File: src/rtl/fpu_flag_pkg.sv
// Shared types for the FP exception-flag path: flag vector, bit positions, CSR op encoding.
package fpu_flag_pkg;

  typedef logic [4:0] fflags_t;

  localparam int unsigned FLG_NV = 4;
  localparam int unsigned FLG_DZ = 3;
  localparam int unsigned FLG_OF = 2;
  localparam int unsigned FLG_UF = 1;
  localparam int unsigned FLG_NX = 0;

  typedef enum logic [1:0] {
    CSR_NONE  = 2'b00,
    CSR_WRITE = 2'b01,
    CSR_SET   = 2'b10,
    CSR_CLEAR = 2'b11
  } csr_op_e;

  // Applies a CSR write/set/clear on top of the current flag value.
  function automatic fflags_t csr_apply(input fflags_t cur, input csr_op_e op,
                                        input fflags_t wdata);
    fflags_t res;
    res = cur;
    case (op)
      CSR_WRITE: res = wdata;
      CSR_SET:   res = cur | wdata;
      CSR_CLEAR: res = cur & ~wdata;
      default:   res = cur;
    endcase
    return res;
  endfunction

endpackage

File: src/rtl/flag_fifo.sv
// Pointer-based FIFO of flag vectors with synchronous flush, occupancy count, full/empty.
module flag_fifo
  import fpu_flag_pkg::*;
#(
  parameter int unsigned DEPTH = 4
) (
  input  logic                         clk,
  input  logic                         reset_n,
  input  logic                         push,
  input  fflags_t                      wr_data,
  input  logic                         pop,
  input  logic                         flush,
  output fflags_t                      rd_data,
  output logic [$clog2(DEPTH+1)-1:0]   count,
  output logic                         full,
  output logic                         empty
);

  localparam int unsigned PTR_W = $clog2(DEPTH);
  localparam int unsigned CNT_W = $clog2(DEPTH + 1);

  fflags_t            mem [DEPTH];
  logic [PTR_W-1:0]   wr_ptr;
  logic [PTR_W-1:0]   rd_ptr;
  logic               push_ok;
  logic               pop_ok;

  assign full    = (count == CNT_W'(DEPTH));
  assign empty   = (count == '0);
  assign push_ok = push && !full && !flush;
  assign pop_ok  = pop && !empty && !flush;
  assign rd_data = mem[rd_ptr];

  // Pointers wrap naturally because DEPTH is a power of two.
  always_ff @(posedge clk or negedge reset_n) begin
    if (!reset_n) begin
      wr_ptr <= '0;
      rd_ptr <= '0;
      count  <= '0;
    end else if (flush) begin
      wr_ptr <= '0;
      rd_ptr <= '0;
      count  <= '0;
    end else begin
      if (push_ok) wr_ptr <= wr_ptr + PTR_W'(1);
      if (pop_ok)  rd_ptr <= rd_ptr + PTR_W'(1);
      case ({push_ok, pop_ok})
        2'b10:   count <= count + CNT_W'(1);
        2'b01:   count <= count - CNT_W'(1);
        default: count <= count;
      endcase
    end
  end

  always_ff @(posedge clk) begin
    if (push_ok) mem[wr_ptr] <= wr_data;
  end

endmodule

File: src/rtl/fma_fflags_commit.sv
// Holds per-op exception flags until commit/flush and maintains the sticky fflags CSR.
// Optional macro FFLAGS_BYPASS_EN: an empty-queue commit paired with a push merges directly.
module fma_fflags_commit
  import fpu_flag_pkg::*;
#(
  parameter int unsigned DEPTH = 4
) (
  input  logic                         clk,
  input  logic                         reset_n,
  input  logic                         in_valid,
  output logic                         in_ready,
  input  logic                         in_invalid,
  input  logic                         in_divzero,
  input  logic                         in_overflow,
  input  logic                         in_underflow,
  input  logic                         in_inexact,
  input  logic                         commit,
  input  logic                         flush,
  input  logic [1:0]                   csr_op,
  input  logic [4:0]                   csr_wdata,
  output logic [4:0]                   fflags,
  output logic [$clog2(DEPTH+1)-1:0]   pending_cnt,
  output logic                         commit_err
);

  fflags_t in_flags;
  fflags_t head_flags;
  fflags_t commit_flags;
  fflags_t fflags_d;
  logic    fifo_full;
  logic    fifo_empty;
  logic    push_req;
  logic    bypass_c;
  logic    fifo_push;
  logic    commit_err_d;

  always_comb begin
    in_flags         = '0;
    in_flags[FLG_NV] = in_invalid;
    in_flags[FLG_DZ] = in_divzero;
    in_flags[FLG_OF] = in_overflow;
    in_flags[FLG_UF] = in_underflow;
    in_flags[FLG_NX] = in_inexact;
  end

  assign in_ready = !fifo_full;
  assign push_req = in_valid && in_ready;

`ifdef FFLAGS_BYPASS_EN
  assign bypass_c = commit && fifo_empty && push_req && !flush;
`else
  assign bypass_c = 1'b0;
`endif

  // A bypassed op retires immediately, so it must not also occupy a queue slot.
  assign fifo_push = push_req && !bypass_c;

  flag_fifo #(.DEPTH(DEPTH)) u_fifo (
    .clk     (clk),
    .reset_n (reset_n),
    .push    (fifo_push),
    .wr_data (in_flags),
    .pop     (commit),
    .flush   (flush),
    .rd_data (head_flags),
    .count   (pending_cnt),
    .full    (fifo_full),
    .empty   (fifo_empty)
  );

  // Commit merges first, then the CSR op sees the merged value.
  always_comb begin
    commit_flags = '0;
    commit_err_d = 1'b0;
    if (commit && !fifo_empty) begin
      commit_flags = head_flags;
    end else if (bypass_c) begin
      commit_flags = in_flags;
    end else if (commit) begin
      commit_err_d = 1'b1;
    end
    fflags_d = csr_apply(fflags | commit_flags, csr_op_e'(csr_op), csr_wdata);
  end

  always_ff @(posedge clk or negedge reset_n) begin
    if (!reset_n) begin
      fflags     <= '0;
      commit_err <= 1'b0;
    end else begin
      fflags     <= fflags_d;
      commit_err <= commit_err_d;
    end
  end

endmodule

File: config.mk
export PLATFORM = sky130hd
export DESIGN_NAME = fma_fflags_commit
export DESIGN_NICKNAME = d
export VERILOG_FILES = /design/src/rtl/fpu_flag_pkg.sv /design/src/rtl/flag_fifo.sv /design/src/rtl/fma_fflags_commit.sv
export SDC_FILE = /design/constraint.sdc
export NUM_CORES = 1
export LEC_CHECK = 0
export CAP_MARGIN = 30
export CORE_UTILIZATION = 40
export DETAILED_ROUTE_END_ITERATION = 12
export GPL_TIMING_DRIVEN = 1
export SYNTH_ARGS = -nofsm -noshare
export SYNTH_HDL_FRONTEND = slang
export SYNTH_SLANG_ARGS = --single-unit
File: constraint.sdc
create_clock -name clk -period 5.2 [get_ports clk]
set_input_delay 1.04 -clock clk [delete_from_list [all_inputs] [get_ports clk]]
set_output_delay 1.04 -clock clk [all_outputs]
set_load 0.01 [all_outputs]
* Word-level counts from Yosys, hierarchy flattened
Memory sizes are Yosys's and may differ from the RTL's. Cells that the tools add are included.
Storage, ports and cells: output and inout port bits 10, register bits 13, bits in writable memories 20, bits of input ports 17, memories kept 1, logic and storage cells 44
Memory list:
- u_fifo.mem | depth 4, width 5, rd ports 1, clocked after memory_dff 0, wr ports 1, RTL line flag_fifo.sv:22 | fflags_t mem [DEPTH];
Operators by class: muxes and demuxes 12, reductions and logical operators 12, equal/unequal tests 6, add/sub/neg operators 4, bitwise logic cells 4
Operator list (number):
- $pmux 5 s3 | 1
- $or 5x5->5 | 2
- $mux 2 | 4
- $eq 2x2->1 const B | 3
- $pmux 3 s2 | 1
- $and 5x5->5 | 1
- $logic_and 1x1->1 | 5
- $mux 5 | 1
- $not 5->5 | 1
- $add 2x1->2 const B | 2
- $eq 2x1->1 const B | 2
- $mux 1 | 4
- $reduce_bool 2->1 | 2
- $add 3x1->3 const B | 1
- $eq 3x3->1 const B | 1
- $logic_not 1->1 | 3
- $logic_not 3->1 | 1
- $mux 3 | 1
- $reduce_bool 3->1 | 1
- $sub 3x1->3 const B | 1

* Longest topological paths before layout
word-level depth 8, gate-level depth with buffers 9, depth with buffers taken out 8

* Modules after synthesis
Synthesis repeated with hierarchy kept, for this count alone.
Unflattened totals: cell total of the unflattened synthesis 130, area, all modules 1699.1 um^2
By module, submodules not included:
- flag_fifo | seq. area each 775.7 um^2, times used 1, area an instance 1345.0 um^2, cells each 94
- fma_fflags_commit | seq. area each 150.1 um^2, times used 1, area an instance 354.1 um^2, cells each 36

* Worst setup path before layout
Ideal clock, no wire load.
kind input -> register, start point input commit, end point register u_fifo.count[2], stages on the path 9, library setup time 0.082 ns, data required time 5.118 ns, path slack 2.352 ns, arrival 2.766 ns, buffers on the path 2, cells stage by stage buf_4 -> o31a_2 -> buf_2 -> nand2_1 -> nor2_1 -> fa_1 -> or4b_1 -> a21o_1 -> a31oi_1
On the way: word-level cells in the longest chain between the ends 5, elaborated cells on any way between the ends 7, those cells by class eq/ne (2); mux (2); reduce/logical (3)
Ends and longest elaborated chain:
- start: declaration | RTL line fma_fflags_commit.sv:17 | input logic commit,
- $logic_and 1x1->1 * (2 in a row) | RTL line flag_fifo.sv:31 | assign pop_ok = pop && !empty && !flush;
- $eq 2x1->1 or $eq 2x2->1 (tied branches) | RTL line flag_fifo.sv:47 | case ({push_ok, pop_ok})
- $pmux 3 s2 | RTL line flag_fifo.sv:47
- $mux 3 | RTL line flag_fifo.sv:40 | end else if (flush) begin
- end signal: assignment | RTL line flag_fifo.sv:48 | 2'b10: count <= count + CNT_W'(1);
- end signal: assignment | RTL line flag_fifo.sv:49 | 2'b01: count <= count - CNT_W'(1);
- end signal: assignment | RTL line flag_fifo.sv:50 | default: count <= count;
- end: declaration | RTL line flag_fifo.sv:14 | output logic [$clog2(DEPTH+1)-1:0] count,
Mark *: on every way between the ends. The rest lies on a longest branch, timed or not. A chain may end at the register's enable or synchronous reset.

* Worst setup path after layout
start point input in_valid, end point register u_fifo.count[2]
On the way: word-level cells in the longest chain between the ends 6, elaborated cells on any way between the ends 8, those cells by class eq/ne (2); mux (2); reduce/logical (4)
Ends and longest elaborated chain:
- start: declaration | RTL line fma_fflags_commit.sv:10 | input logic in_valid,
- $logic_and 1x1->1 * | RTL line fma_fflags_commit.sv:47 | assign push_req = in_valid && in_ready;
- $logic_and 1x1->1 * (2 in a row) | RTL line flag_fifo.sv:30 | assign push_ok = push && !full && !flush;
- $eq 2x1->1 or $eq 2x2->1 (tied branches) | RTL line flag_fifo.sv:47
- $pmux 3 s2 | RTL line flag_fifo.sv:47
- $mux 3 | RTL line flag_fifo.sv:40
Marks and branches as above.

==> metrics.md <==
| Metric | Value |
|---|---|
| Die ar. | `4196 sq um` |
| Setup CP Type | `input port to register` |
| Crit path max fanout | `13` |
| Placed Area | `1828 sq um` |
| Cell area after synthesis | `1577 sq um` |
| Die Span X | `64.78 microns` |
| Fraction of layout instances using a drive strength above 1 | `12.95%` |
| CP Data Required Time | `5.39 ns` |
| Routability congestion estimate | `0.7776` |
| Share of the clock period used by the worst path after layout | `61.49%` |
| Count of state elements after synthesis | `33` |
| CTS tree | `done` |
| Cell with the most instances after synthesis | `sky130_fd_sc_hd__edfxtp_1` |
| Register-to-register setup slack | `2.67 ns` |
| Slew headroom | `59.56%` |
| Met1 Track Usage GR | `19.56%` |
| Syn Area/Cell | `13.71 sq um` |
| Core area | `3716 sq um` |
| Class of the most critical hold timing path | `register to register` |
| Setup repair after global routing missed its margin | `no` |
| Effective utilization at floorplan | `42.42%` |
| Clk root buf | `sky130_fd_sc_hd__clkbuf_8` |
| Instance count of the mapped netlist | `115` |
| Leading register cell type out of synthesis | `sky130_fd_sc_hd__edfxtp_1` |
| CTS max path bufs | `2` |
| Global-route usage over all layers | `15.43%` |
| Hold path startpoint | `fflags[3]` |
| Post_cts resized | `0` |
| Met2 demand-to-capacity share in global routing | `24.09%` |
| Min Clock Period, post-route | `3.198 ns` |
| Worst R2R Path Depth | `7` |
| Most numerous cell types in the synthesized netlist | `20 x sky130_fd_sc_hd__edfxtp_1, 13 x sky130_fd_sc_hd__dfrtp_1, 8 x sky130_fd_sc_hd__xnor2_1` |
| R2R Path Start | `u_fifo.count[0]` |
| Grt ovf | `0` |
| Met3 routing resource usage after global routing | `5.458%` |
| Row Count | `22` |
| Pwr/cell area | `328.9 nW/um^2` |
| DRC marker count from the first detailed-route iteration | `51` |
| Fill count | `323` |
| Detail Route Antenna Nets | `0` |
| Area added between synthesis and finish | `22.54%` |
| H-tree depth reported by CTS | `2` |
| Detailed-route wire length | `2.764 mm` |
| Final routed DRC violation total | `0` |
| Number of max-capacitance violations reported | `0` |
| Worst-margin pin slew | `0.6047 ns` |
| Sinks on Clock Net | `33` |
| Post-detailed-route via-to-cell ratio | `5.107` |
| Number of hold violations in the final report | `0` |
| Worst hold slack after final layout | `0.5438 ns` |
| Net count after synthesis | `137` |
| Global-route wire length before repair | `4.636 mm` |
| Number of max-slew violations in the final report | `0` |
| Highest-utilization routing layer at the global route stage | `met2` |
| Via count of the first global-routing pass | `946` |
| Total of endpoints with negative setup slack in the final report | `0` |
| Fraction of the yosys area taken by sequential cells | `58.73%` |
| Leak Pwr | `0.6863 nW` |
| Antenna violations before repair | `0` |
| Reg-to-Reg End | `u_fifo.count[2]` |
| Status | `finished clean` |
| Endpoint arrival time on the critical path | `3.39 ns` |
| Count of flip-flops with a built-in enable after synthesis | `20` |
| Number of different library cells in the post-synthesis netlist | `37` |
| Vertical die dimension | `64.78 microns` |
| Via count of the routed design | `955` |
| Post-route worst setup slack | `2.003 ns` |
| Half-perimeter wire length of the detailed placement result | `2.001 mm` |
| Kind of end point of the critical path | `register` |
| Hold bufs inserted after CTS | `0` |
| Antenna cells | `0` |
| Highest clock rate | `312.7 MHz` |
| Capture endpoint of the worst hold path | `fflags[3]` |
| Sum Neg Setup Slack | `0 ns` |
| Hold path cells | `2` |
| Worst clock skew | `0.002989 ns` |
| Worst vdd rail ir drop | `0.1326 mV` |
| Pre-CTS setup slack | `1.729 ns` |
| Iteration count of the initial detailed-routing pass | `4` |
| Worst-Skew Late Latency | `0.28 ns` |
| Port Buf Inserts | `26` |
| Area contributors post-synth | `sky130_fd_sc_hd__edfxtp_1 38%, sky130_fd_sc_hd__dfrtp_1 21%, sky130_fd_sc_hd__mux4_2 7.1%` |
| Avg WL per Cell | `14.78 microns` |
| Final Instance Area | `1932 sq um` |
| Pin count of the biggest net entering global routing | `14` |
| NumNets Final | `161` |
| Count of warnings emitted by yosys | `0` |
| Ports | `27` |
| Clock buffer count from CTS | `5` |
| Fraction of registers with async set or reset after synthesis | `39.39%` |
| Share of the synthesized area in the top cell type | `38.10%` |
| Number of buffers added for setup after CTS | `0` |
| Crit path launch type | `input port` |
| Synth area leader | `sky130_fd_sc_hd__edfxtp_1` |
| Worst setup path start | `in_valid` |
| CTS clock-pin slew for the worst setup and hold paths | `0.06 ns` |
sequential cells by signal (all words and copies together), names as in the netlist:
signal	count
u_fifo.mem	20
fflags	5
u_fifo.count	3
u_fifo.rd_ptr	2
u_fifo.wr_ptr	2
commit_err	1
cell type report:
cell class	count	area [sq um]	area share, %
Timing Repair Buffer	26	260.3	13.47
Tap cell	48	60.06	3.109
Clock inverter	2	35.03	1.813
Inverter	2	7.507	0.3886
Sequential cell	33	925.9	47.93
Clock buffer	5	68.82	3.562
Multi-Input combinational cell	71	574.3	29.73
cells in the final DEF, fill, tap and decap left out, drive strengths merged, types with 3 or more instances in the layout:
| master | instances |
|---|---|
| and2 | 4 |
| a21oi | 7 |
| mux4 | 5 |
| dfrtp | 13 |
| nand2 | 6 |
| ha | 4 |
| nand3 | 3 |
| a31oi | 3 |
| nor2 | 8 |
| edfxtp | 20 |
| clkbuf | 5 |
| a221oi | 5 |
| xnor2 | 8 |
| clkdlybuf4s50 | 26 |
cell families (layout without fill, tap and decap cells):
kind of cell,count (synthesis),after routing,synth area share (%)
AOI/OAI and AO/OA,21,21,8.889
xor gates and xnor gates,9,9,5.000
adders and majority gates,5,5,4.445
buffers and inverters,11,35,4.841
DFF,33,33,58.73
muxes,6,6,7.857
and+or+nand+nor,30,30,10.24
routing by layer:
| metal | wire (microns) | share of wire (%) | vias up |
|---|---|---|---|
| li1 | - | - | 467 |
| met2 | 1277 | 46 | 28 |
| met1 | 1312 | 47 | 457 |
| met4 | 25 | 0.90 | 0 |
| met3 | 148 | 5.4 | 3 |
| met5 | 0 | 0 | - |
worst max path at each step:
stage                            endpoint  depth (start not counted)
after CTS                 u_fifo.count[2]                          8
after detailed placement  u_fifo.count[2]                          8
after global placement    u_fifo.count[2]                          8
after floorplan           u_fifo.count[2]                          9
final                     u_fifo.count[2]                          8
after global routing      u_fifo.count[2]                          8
per-stage QoR:
step,total power [mW],util (%),std cells
CTS,0.6445,51.99,187
detailed placement,0.4175,49.19,180
floorplan,0.3739,-,115
global route,0.6660,51.99,187
finish,0.6353,51.99,187
global placement,0.4164,49.19,180
critical path, stage by stage:
cell and delay [ns]:
sky130_fd_sc_hd__clkdlybuf4s50_1 0.73, sky130_fd_sc_hd__nand2_2 0.14, sky130_fd_sc_hd__nand2_1 0.10, sky130_fd_sc_hd__nor2_1 0.05
sky130_fd_sc_hd__fa_1 0.43, sky130_fd_sc_hd__or4b_1 0.54, sky130_fd_sc_hd__a21o_1 0.19, sky130_fd_sc_hd__a31oi_1 0.17
where the power goes:
part | total [mW] | switching, mW | internal, mW | leakage [nW]
Clock | 0.224 | 0.0853 | 0.139 | 0.0540
Combinational | 0.0989 | 0.0428 | 0.0562 | 0.287
Sequential | 0.312 | 0.0164 | 0.296 | 0.346
Power figures use the tool's default switching activity.
